`src/rtl/banco_coef_rx.sv`:
```
// Coefficient-load receiver for the 16-tap FIR: synchronizes the load/change
// strobes, writes one signed coefficient per strobe into a register bank and
// serves a registered read port to the MAC.
module banco_coef_rx #(
  parameter  int N_COEF = 16,
  parameter  int COEF_W = 12,
  localparam int IDX_W  = $clog2(N_COEF)
) (
  input  logic                     clk,
  input  logic                     rst,
  input  logic                     carga_i,
  input  logic                     cambio_i,
  input  logic signed [COEF_W-1:0] coef_i,
  input  logic        [IDX_W-1:0]  rd_addr_i,
  output logic signed [COEF_W-1:0] rd_coef_o,
  output logic        [IDX_W-1:0]  coef_idx_o,
  output logic                     busy_o,
  output logic                     fin_block_coef_o,
  output logic                     coef_valid_o,
  output logic                     ovf_o
);

  localparam logic [1:0] S_IDLE = 2'd0;
  localparam logic [1:0] S_LOAD = 2'd1;
  localparam logic [1:0] S_DONE = 2'd2;

  logic                     r_carga_s1, r_carga_s2, r_carga_d;
  logic                     r_cambio_s1, r_cambio_s2, r_cambio_d;
  logic [1:0]               r_state;
  logic [IDX_W-1:0]         r_idx;
  logic                     r_fin;
  logic                     r_valid;
  logic                     r_ovf;
  logic signed [COEF_W-1:0] r_bank [N_COEF];
  logic signed [COEF_W-1:0] r_rd;

  logic w_carga_p;
  logic w_cambio_p;
  logic w_wr;
  logic w_last;

  // Two-flop synchronizers followed by a rising-edge detector per strobe
  always_ff @(posedge clk or negedge rst) begin
    if (!rst) begin
      r_carga_s1  <= 1'b0;
      r_carga_s2  <= 1'b0;
      r_carga_d   <= 1'b0;
      r_cambio_s1 <= 1'b0;
      r_cambio_s2 <= 1'b0;
      r_cambio_d  <= 1'b0;
    end else begin
      r_carga_s1  <= carga_i;
      r_carga_s2  <= r_carga_s1;
      r_carga_d   <= r_carga_s2;
      r_cambio_s1 <= cambio_i;
      r_cambio_s2 <= r_cambio_s1;
      r_cambio_d  <= r_cambio_s2;
    end
  end

  assign w_carga_p  = r_carga_s2 & ~r_carga_d;
  assign w_cambio_p = r_cambio_s2 & ~r_cambio_d;
  // A load-start in the same cycle swallows the coefficient strobe
  assign w_wr       = (r_state == S_LOAD) && w_cambio_p && !w_carga_p;
  assign w_last     = w_wr && (r_idx == IDX_W'(N_COEF - 1));

  always_ff @(posedge clk or negedge rst) begin
    if (!rst) begin
      r_state <= S_IDLE;
      r_idx   <= '0;
      r_fin   <= 1'b0;
      r_valid <= 1'b0;
      r_ovf   <= 1'b0;
    end else begin
      r_fin <= w_last;
      if (w_carga_p) begin
        r_state <= S_LOAD;
        r_idx   <= '0;
        r_valid <= 1'b0;
        r_ovf   <= 1'b0;
      end else if (w_cambio_p) begin
        if (r_state == S_LOAD) begin
          if (w_last) begin
            r_state <= S_DONE;
            r_idx   <= '0;
            r_valid <= 1'b1;
          end else begin
            r_idx <= r_idx + IDX_W'(1);
          end
        end else begin
          r_ovf <= 1'b1;
        end
      end
    end
  end

  // Bank and read port; a same-cycle write/read returns the old entry
  always_ff @(posedge clk or negedge rst) begin
    if (!rst) begin
      for (int i = 0; i < N_COEF; i++) r_bank[i] <= '0;
      r_rd <= '0;
    end else begin
      if (w_wr) r_bank[r_idx] <= coef_i;
      r_rd <= r_bank[rd_addr_i];
    end
  end

  assign rd_coef_o        = r_rd;
  assign coef_idx_o       = r_idx;
  assign busy_o           = (r_state == S_LOAD);
  assign fin_block_coef_o = r_fin;
  assign coef_valid_o     = r_valid;
  assign ovf_o            = r_ovf;

endmodule

```
`config.mk`:
```
export PLATFORM = sky130hd
export DESIGN_NAME = banco_coef_rx
export DESIGN_NICKNAME = d
export VERILOG_FILES = /design/src/rtl/banco_coef_rx.sv
export SDC_FILE = /design/constraint.sdc
export NUM_CORES = 1
export LEC_CHECK = 0
export CORE_MARGIN = 4
export CORE_UTILIZATION = 39
export DETAILED_ROUTE_END_ITERATION = 8
export MAX_ROUTING_LAYER = met4
export SLEW_MARGIN = 30
export SYNTH_ARGS = -nofsm -noshare
export SYNTH_HDL_FRONTEND = slang
export SYNTH_SLANG_ARGS = --single-unit
```
`constraint.sdc`:
```
create_clock -name clk -period 2.1 [get_ports clk]
set_input_delay 0.315 -clock clk [delete_from_list [all_inputs] [get_ports clk]]
set_output_delay 0.315 -clock clk [all_outputs]
set_load 0.1 [all_outputs]
```
==> impl_results.md <==
- Max incr delay on CP: between 0.4 and 0.5 ns
- TritonCTS buffer count: 24
- Post-synth EDFFs: 0
- Worst-Margin Slew: roughly 1 ns
- DR iter-0 viols: 378
- Most frequent cells in the layout: dfrtp_1 (213), mux2_2 (122), mux2_4 (70)
- Antenna Nets Post-Route: 0
- # IOs: 40
- Post-synthesis sequential area ratio: 54.9%
- Worst Path Buf+Inv: 1
- Worst endpoint data arrival time: approximately 2.4 ns
- Final WL: around 23 mm
- Syn_area_per_cell: ~17 um2
- Final Max Slew Viols: 0
- First-pass GRT wire length: approximately 36 mm
- Critical-path cell list: and4bb_1 -> buf_12 -> nand4_4 -> mux2_4
- Sequential cell area: around 0.0055 mm2
- Hold path start: cambio_i
- Critical path fanouts, max: 19
- TritonCTS clock tree: done
- Crit path required time: between 2 and 2.5 ns
- Most common cell after layout, fill and taps aside: dfrtp_1
- Multi-input logic area: ~0.0042 mm2
- P&R area growth vs syn: 17.1%
- Post-Syn Area: between 0.009 and 0.01 mm2
- Peak Freq: 509 MHz
- Reg2Reg Capture Point: r_bank[26]
- Initial DRT Pass Iterations: 4
- GRT Total Usage: 16.9%
- P_leak: 5.09 nW
- Post CTS Setup Buffer Count: 0
- WS Path Type: register to register
- I/O Buffers: 39
- H-tree Lvls: 1
- Die H: ~170 um
- Fillers: between 2k and 2.5k
- Worst min-delay path class: primary input to register
- Worst R2R Start: r_state[1]
- Fin. Hold Viols: 0
- DRC: 0
- GPL Wtd Cong: ~0.77
- # nets final: between 600 and 700
- Critical path endpoint: r_bank[26]
- Setup slack, reg-to-reg: roughly 0.13 ns
- Layout cells sized above 1: 52.0%
- Critical Path Start Type: register
- Core Region: about 0.025 mm2
- RSZ-0062 raised after global routing: no
- Synthesized net count: slightly above 600
- CP max-delay cell: mux2_4
- Cells after Synth: 598
- Crit. End Element: register
- Final hold slack: ~0.24 ns
- Number of synthesized register bits: 218
- WL/cell: 23.1 um
- Clock latency on the worst-skew pair: a little over 0.5 ns
- Max_slew headroom: between 30% and 40%
- Pwr Total: roughly 11 mW
- Initial Util: 39.6%
- Via density per instance: 5.41
- GR Overflow Total: 0
- Vias: 5376
- Run status: completed
- CTS clk-pin slew, worst paths: 0.06 ns
- Clock sink total: approximately 220
- Crit share post-route: approximately 94%
- Hold-fix buffers, CTS: 1
- Max IR drop VDD: 0.000556 V
- Row count: 58
- Count of final setup violators: 0
- Vias in the first global route: ~6k
- Top FF cell, synth: dfrtp_1
- CP startpoint: r_state[1]
- # resized after CTS: 0
- Clock Skews: between 0.008 and 0.009 ns
- P per Cell Area: around 1000 mW/mm2
- Max cap viols: 0
- CTS max path bufs: 3
- Initial antenna violation count: 1
- Reg2Reg Depth: 4
- Yosys cell types: 32
- Final Critical Period: just under 2 ns
- Die area: around 0.028 mm2
- Pin count of the biggest net entering global routing: 59
- Die width: around 170 um
- Clock Root Buffer: clkbuf_16
- Crit path depth: 4
- Post-DP HPWL: between 10 and 15 mm
- Async S/R FF share, synth: 100%
- CP delay by family, top: simple AND/OR/NAND/NOR gates
- Yosys warning count: 0
- Setup TNS Final: 0 ns
[routing by layer]
layer / vias up / wire length, um / track usage [%]
met4: 0 / 406 / 4.06
met2: 83 / 11100 / 26.4
met5: - / 0 / -
met3: 34 / 766 / 2.46
met1: 2931 / 10700 / 23.7
li1: 2328 / - / -
[flip-flops by register name (all words and copies together) (netlist names)]
| name | flops |
|---|---|
| r_bank | 192 |
| rd_coef_o | 12 |
| coef_idx_o | 4 |
| r_state | 2 |
| fin_block_coef_o | 1 |
| ovf_o | 1 |
| r_cambio_d | 1 |
| r_cambio_s1 | 1 |
| r_cambio_s2 | 1 |
| r_carga_d | 1 |
| r_carga_s1 | 1 |
| r_carga_s2 | 1 |
[kinds of logic after synthesis]
kind of cell / after synthesis / share of synthesized area, %
mux: 240 / 35.3
buf+inv: 52 / 3.02
fa+ha+maj: 4 / 0.503
flops: 218 / 54.9
simple gates: 50 / 3.90
compound gates: 34 / 2.45
[power breakdown]
part / switching [mW] / internal, mW
sequential: 0.295 / 4.74
clock: 1.69 / 2.87
combinational: 0.885 / 0.919
total: 2.87 / 8.54
[Yosys cell counts, drive strengths merged, types with 2 or more instances]
master	number	area, um2
nand4	16	211
mux2	192	2420
nor2	2	7.51
ha	4	50.1
a21oi	5	25.0
a22oi	24	180
and2	2	12.5
nor2b	5	31.3
inv	4	15.0
mux4	48	1080
nand2	18	67.6
o21a	2	15.0
buf	30	218
dfrtp	218	5460
clkbuf	18	67.6
[worst min-delay path by stage]
stage          cells past startpoint          endpoint
5_1_grt                            1       r_cambio_s1
6_report                           1       r_cambio_s1
3_5_place_dp                       1  fin_block_coef_o
3_3_place_gp                       1  fin_block_coef_o
2_1_floorplan                      0     coef_idx_o[0]
4_1_cts                            1       r_cambio_s1
[through the flow]
step	cells	util [%]	area [um2]	setup WS, ns
2_1_floorplan	598	-	9950	0.119
3_3_place_gp	948	42.9	10800	0.0698
3_5_place_dp	948	42.9	10800	0.0328
4_1_cts	993	46.3	11600	0.131
5_1_grt	994	46.4	11600	0.0942
6_report	994	46.4	11600	0.135
[layout make-up]
cell class,count,share of cell area (%)
Clock buffer,36,6.25
Clock inverter,8,1.20
Multi-Input combinational cell,328,36.0
Sequential cell,218,46.9
Tap cell,330,3.55
Antenna cell,1,0.0215
Inverter,4,0.129
Timing Repair Buffer,69,5.93
No activity file was read; power rests on OpenSTA's default activity.
==> variant 1, RTL diff (same flow settings) <==
Put one more register stage on the output `coef_valid_o`, cleared by the reset. The value now appears one clock later. The other outputs are not delayed to match.
--- a/src/rtl/banco_coef_rx.sv
+++ b/src/rtl/banco_coef_rx.sv
@@ -111,3 +111,9 @@
   assign fin_block_coef_o = r_fin;
-  assign coef_valid_o     = r_valid;
+  always_ff @(posedge clk or negedge rst) begin
+    if (!rst) begin
+      coef_valid_o <= '0;
+    end else begin
+      coef_valid_o <= r_valid;
+    end
+  end
   assign ovf_o            = r_ovf;
Check against the original RTL: no difference found for any inputs over 10 cycles, from zero or initial values and one cycle with rst low; that may be too few to reach the edited logic, so the function may still have changed.
==> variant 1 against the original RTL <==
Clock power shrank 14%; sequential power is essentially flat; clock skew grew 5.7 ps; sequential share of layout area grew 0.65 points; worst setup slack gained 78 ps; via count grew 0.89%; cell area shrank 0.95%; combinational power is essentially flat; final cell count grew 0.20%; power shrank 5.5%; area after synthesis grew 0.25%; routed wire length grew 0.90%; critical path depth is the same; sequential cell count grew 1; critical path type unchanged.
==> variant 1: results <==
set metrics [dict create \
    drc 0 \
    status "finished, final reports clean" \
    fin_nets 675 \
    regMostFlops "r_bank" \
    p_leak_nw 5.05 \
    hp-class "input port to register" \
    post_cts_buffers 0 \
    r2r_setup_slack_ps 210 \
    ff2ff_path_depth 4 \
    grt_usage_pct 17.1 \
    synthFlopType "dfrtp_1" \
    routed_wl_mm 23.1 \
    synth_cell_types 32 \
    async_flop_share_pct 100 \
    cts_max_path_buffers 3 \
    ir_worst_vdd_mv 0.582 \
    grt_pass1_vias 6069 \
    worst_slew_pin_slew_ps 673 \
    grt_pass1_wl_mm 36.9 \
    largest_reg_flops 192 \
    critical_path.top_delay_family "simple AND/OR/NAND/NOR gates" \
    synthTopCellsByArea "dfrtp_1 55%, mux2_2 14%, mux4_2 11%" \
    numCtsBuffers 24 \
    dp_hpwl_mm 14.4 \
    worst_hold_startpoint "cambio_i" \
    antenna_found_initial 0 \
    arrival_ps 2280 \
    clk_latency_ps 510 \
    syn-num-nets 623 \
    synth.top_cells.by_count "219 x dfrtp_1, 122 x mux2_2, 70 x mux2_4, 48 x mux4_2, 24 x a22oi_1" \
    drive_gt1_share_pct 51.7 \
    ctsHtreeMaxLevel 1 \
    grt_max_degree 60 \
    cts.repair.resized 0 \
    portBuffers 39 \
    ant_nets 0 \
    slowest_delay_ps 440 \
    r2r-start "r_state[1]" \
    crit_slowest_cell "mux2_4" \
    diodes 0 \
    hold_ws_ps 256 \
    drt-initial-drc-count 404 \
    synth_warnings 0 \
    path_clk_slew_ps 60 \
    worstHoldPathCells 1 \
    avgViaCountPerCell 5.45 \
    dr.pass1.iters 4 \
    ys_seq_area_share_pct 55.0 \
    cts-root-buf "clkbuf_16" \
    place_worst_setup_slack_ps 159 \
    critPathMaxFanout 19 \
    clock_skew_ps 14.0 \
    r2r_end "r_bank[39]" \
    hold_end "r_cambio_s1" \
    gp_congestion 0.779 \
]
-- variant 1: routing by layer --
| layer | share of wire, % | vias to the layer above | track usage (%) | wire, um |
|---|---|---|---|---|
| met1 | 46 | 2970 | 23.4 | 10600 |
| met4 | 1.7 | 0 | 3.78 | 400 |
| met5 | 0 | - | - | 0 |
| met2 | 49 | 80 | 27.6 | 11400 |
| met3 | 3.0 | 32 | 2.30 | 703 |
| li1 | - | 2342 | - | - |
-- variant 1: area by class of cell --
| cell class | instances | area [um^2] |
|---|---|---|
| fillers | 2138 | 13700 |
| flip-flops and latches | 219 | 5490 |
| multi-input cells | 328 | 4190 |
| clock buffers | 36 | 707 |
| repair buffers | 74 | 691 |
| well taps | 330 | 413 |
| clock inverters | 5 | 28.8 |
| inverters | 4 | 15.0 |
-- variant 1: repair_timing --
| item | CTS | global route |
|---|---|---|
| endpoints found under the hold margin | 54 | 0 |
| hold buffers | 1 | 0 |
| setup endpoints to repair | 0 | 0 |
-- variant 1: where the power goes --
group	switching (W)	leakage (nW)	internal [W]
clock network	0.00162	0.365	0.00231
registers	0.000288	2.57	0.00476
logic	0.000883	2.12	0.000914
-- variant 1: logic make-up after synthesis --
logic type | share of synthesized area (%)
mux | 35.2
simple gates | 3.89
flops | 55.0
buf+inv | 3.01
compound gates | 2.45
fa+ha+maj | 0.502
-- variant 1: stage by stage --
step	power (W)	util [%]	cell area (um^2)	std cells
after detailed placement	0.00692	42.8	10800	954
final	0.0108	45.8	11500	996
after CTS	0.0109	45.8	11500	996
after floorplan	0.00638	-	9980	599
after global placement	0.00682	42.8	10800	954
after global routing	0.0113	45.8	11500	996
-- variant 1: worst max-delay path by stage --
| stage | from | end | slack [ps] | depth (start not counted) |
|---|---|---|---|---|
| floorplan | coef_idx_o[0] | r_bank[182] | 130 | 5 |
| global placement | rd_addr_i[0] | rd_coef_o[6] | 160 | 5 |
| detailed placement | rd_addr_i[0] | rd_coef_o[6] | 160 | 5 |
| CTS | r_state[1] | r_bank[156] | 220 | 4 |
| global route | r_state[1] | r_bank[39] | 140 | 4 |
| finish | r_state[1] | r_bank[39] | 210 | 4 |
-- variant 1: worst reg2reg max path, cell delays in order, from the launching register on --
cell      delay [ps]
dfrtp_1          420
and4bb_1         330
buf_12           190
nand4_4          390
mux2_4           450
==> variant 2, RTL diff (same flow settings) <==
Without the edit above. `COEF_W`: 12 -> 24.
--- a/src/rtl/banco_coef_rx.sv
+++ b/src/rtl/banco_coef_rx.sv
@@ -5,3 +5,3 @@
   parameter  int N_COEF = 16,
-  parameter  int COEF_W = 12,
+  parameter  int COEF_W = 24,
   localparam int IDX_W  = $clog2(N_COEF)
Ports: changed (resized coef_i and rd_coef_o); port bits go from 40 to 64. The function was not compared with the original's and may differ.
==> variant 2 against the original RTL <==
Synthesized cell count up 88%; area after synthesis grew 92%; power is 89% higher; routed wire length up 93%; sequential cell count grew 204; largest cell class unchanged; combinational power rose by 100%; critical endpoint is now r_bank[11]; worst setup slack gained 17 ps; clock power is 79% higher; cell area up 92%.
==> variant 2: results <==
set metrics [dict create \
    synth_cell_types 31 \
    portBuffers 63 \
    diodes 0 \
    largest_reg_flops 384 \
    synth_mux_area_share_pct 36.7 \
    pwr-share-seq_pct 45.4 \
    clock_skew_ps 14.1 \
    grt_max_degree 76 \
    met2_length_mm 20.6 \
    avgViaCountPerCell 5.42 \
    dr.pass1.iters 5 \
    synth.top_cells.by_count "422 x dfrtp_1, 228 x mux2_2, 140 x mux2_4, 96 x mux4_2, 48 x a22oi_1" \
    crit_slowest_cell "and4bb_2" \
    status "finished, final reports clean" \
    place_inst 1775 \
    grt_pass1_vias 10950 \
    wl_met1_mm 21.6 \
    dr_wl_met3_mm 1.26 \
    arrival_ps 2390 \
    drive_gt1_share_pct 53.6 \
    grtUsageMet2_pct 26.0 \
    syn-num-nets 1163 \
    gp_congestion 0.735 \
    synthTopCellsByArea "dfrtp_1 55%, mux2_2 13%, mux4_2 11%" \
    power_frac_clock_pct 37.9 \
    swShare_pct 25.3 \
    routed_wl_mm 44.1 \
    ctsHtreeMaxLevel 2 \
    grt_usage_pct 17.5 \
    syn_inst 1127 \
    dp_hpwl_mm 26.1 \
    postPlaceCellArea_um2 20800 \
    ys_seq_area_share_pct 55.3 \
    critPathMaxFanout 18 \
    clk_latency_ps 570 \
    regMostFlops "r_bank" \
    numCtsBuffers 45 \
    worst_slew_pin_slew_ps 941 \
    synth_compound_area_share_pct 2.25 \
    p_leak_nw 9.84 \
    antenna_found_initial 0 \
    ir_worst_vdd_mv 0.672 \
    pg_seq_w 0.00978 \
    synth_fa_ha_area_share_pct 0.262 \
    finalNonFillerCells 1861 \
    drt-initial-drc-count 604 \
]
-- variant 2: final cells by class --
class,instances,area (um^2)
clock buffers,69,1390
clock inverters,14,151
fillers,4135,25700
inverters,5,18.8
multi-input cells,603,7990
flip-flops and latches,422,10600
well taps,615,769
repair buffers,133,1500
-- variant 2: final timing paths --
| path | from | endpoint | slack (ps) | depth (start not counted) |
|---|---|---|---|---|
| min reg2reg | r_cambio_s1 | r_cambio_s2 | 350 | 0 |
| min in group asynchronous | rst | r_bank[220] | 260 | 2 |
| min | carga_i | r_carga_s1 | 200 | 1 |
| max | r_state[1] | r_bank[11] | 150 | 5 |
| max reg2reg | r_state[1] | r_bank[11] | 150 | 5 |
| max in group asynchronous | rst | coef_idx_o[0] | 1000 | 3 |
-- variant 2: timing repair --
item | in CTS | in global routing
resized for setup | 0 | 1
buffers inserted | 2 | 0
setup endpoints to repair | 18 | 74
pin swaps | 1 | 0
hold buffers | 1 | 0
hold endpoints to repair | 32 | 0
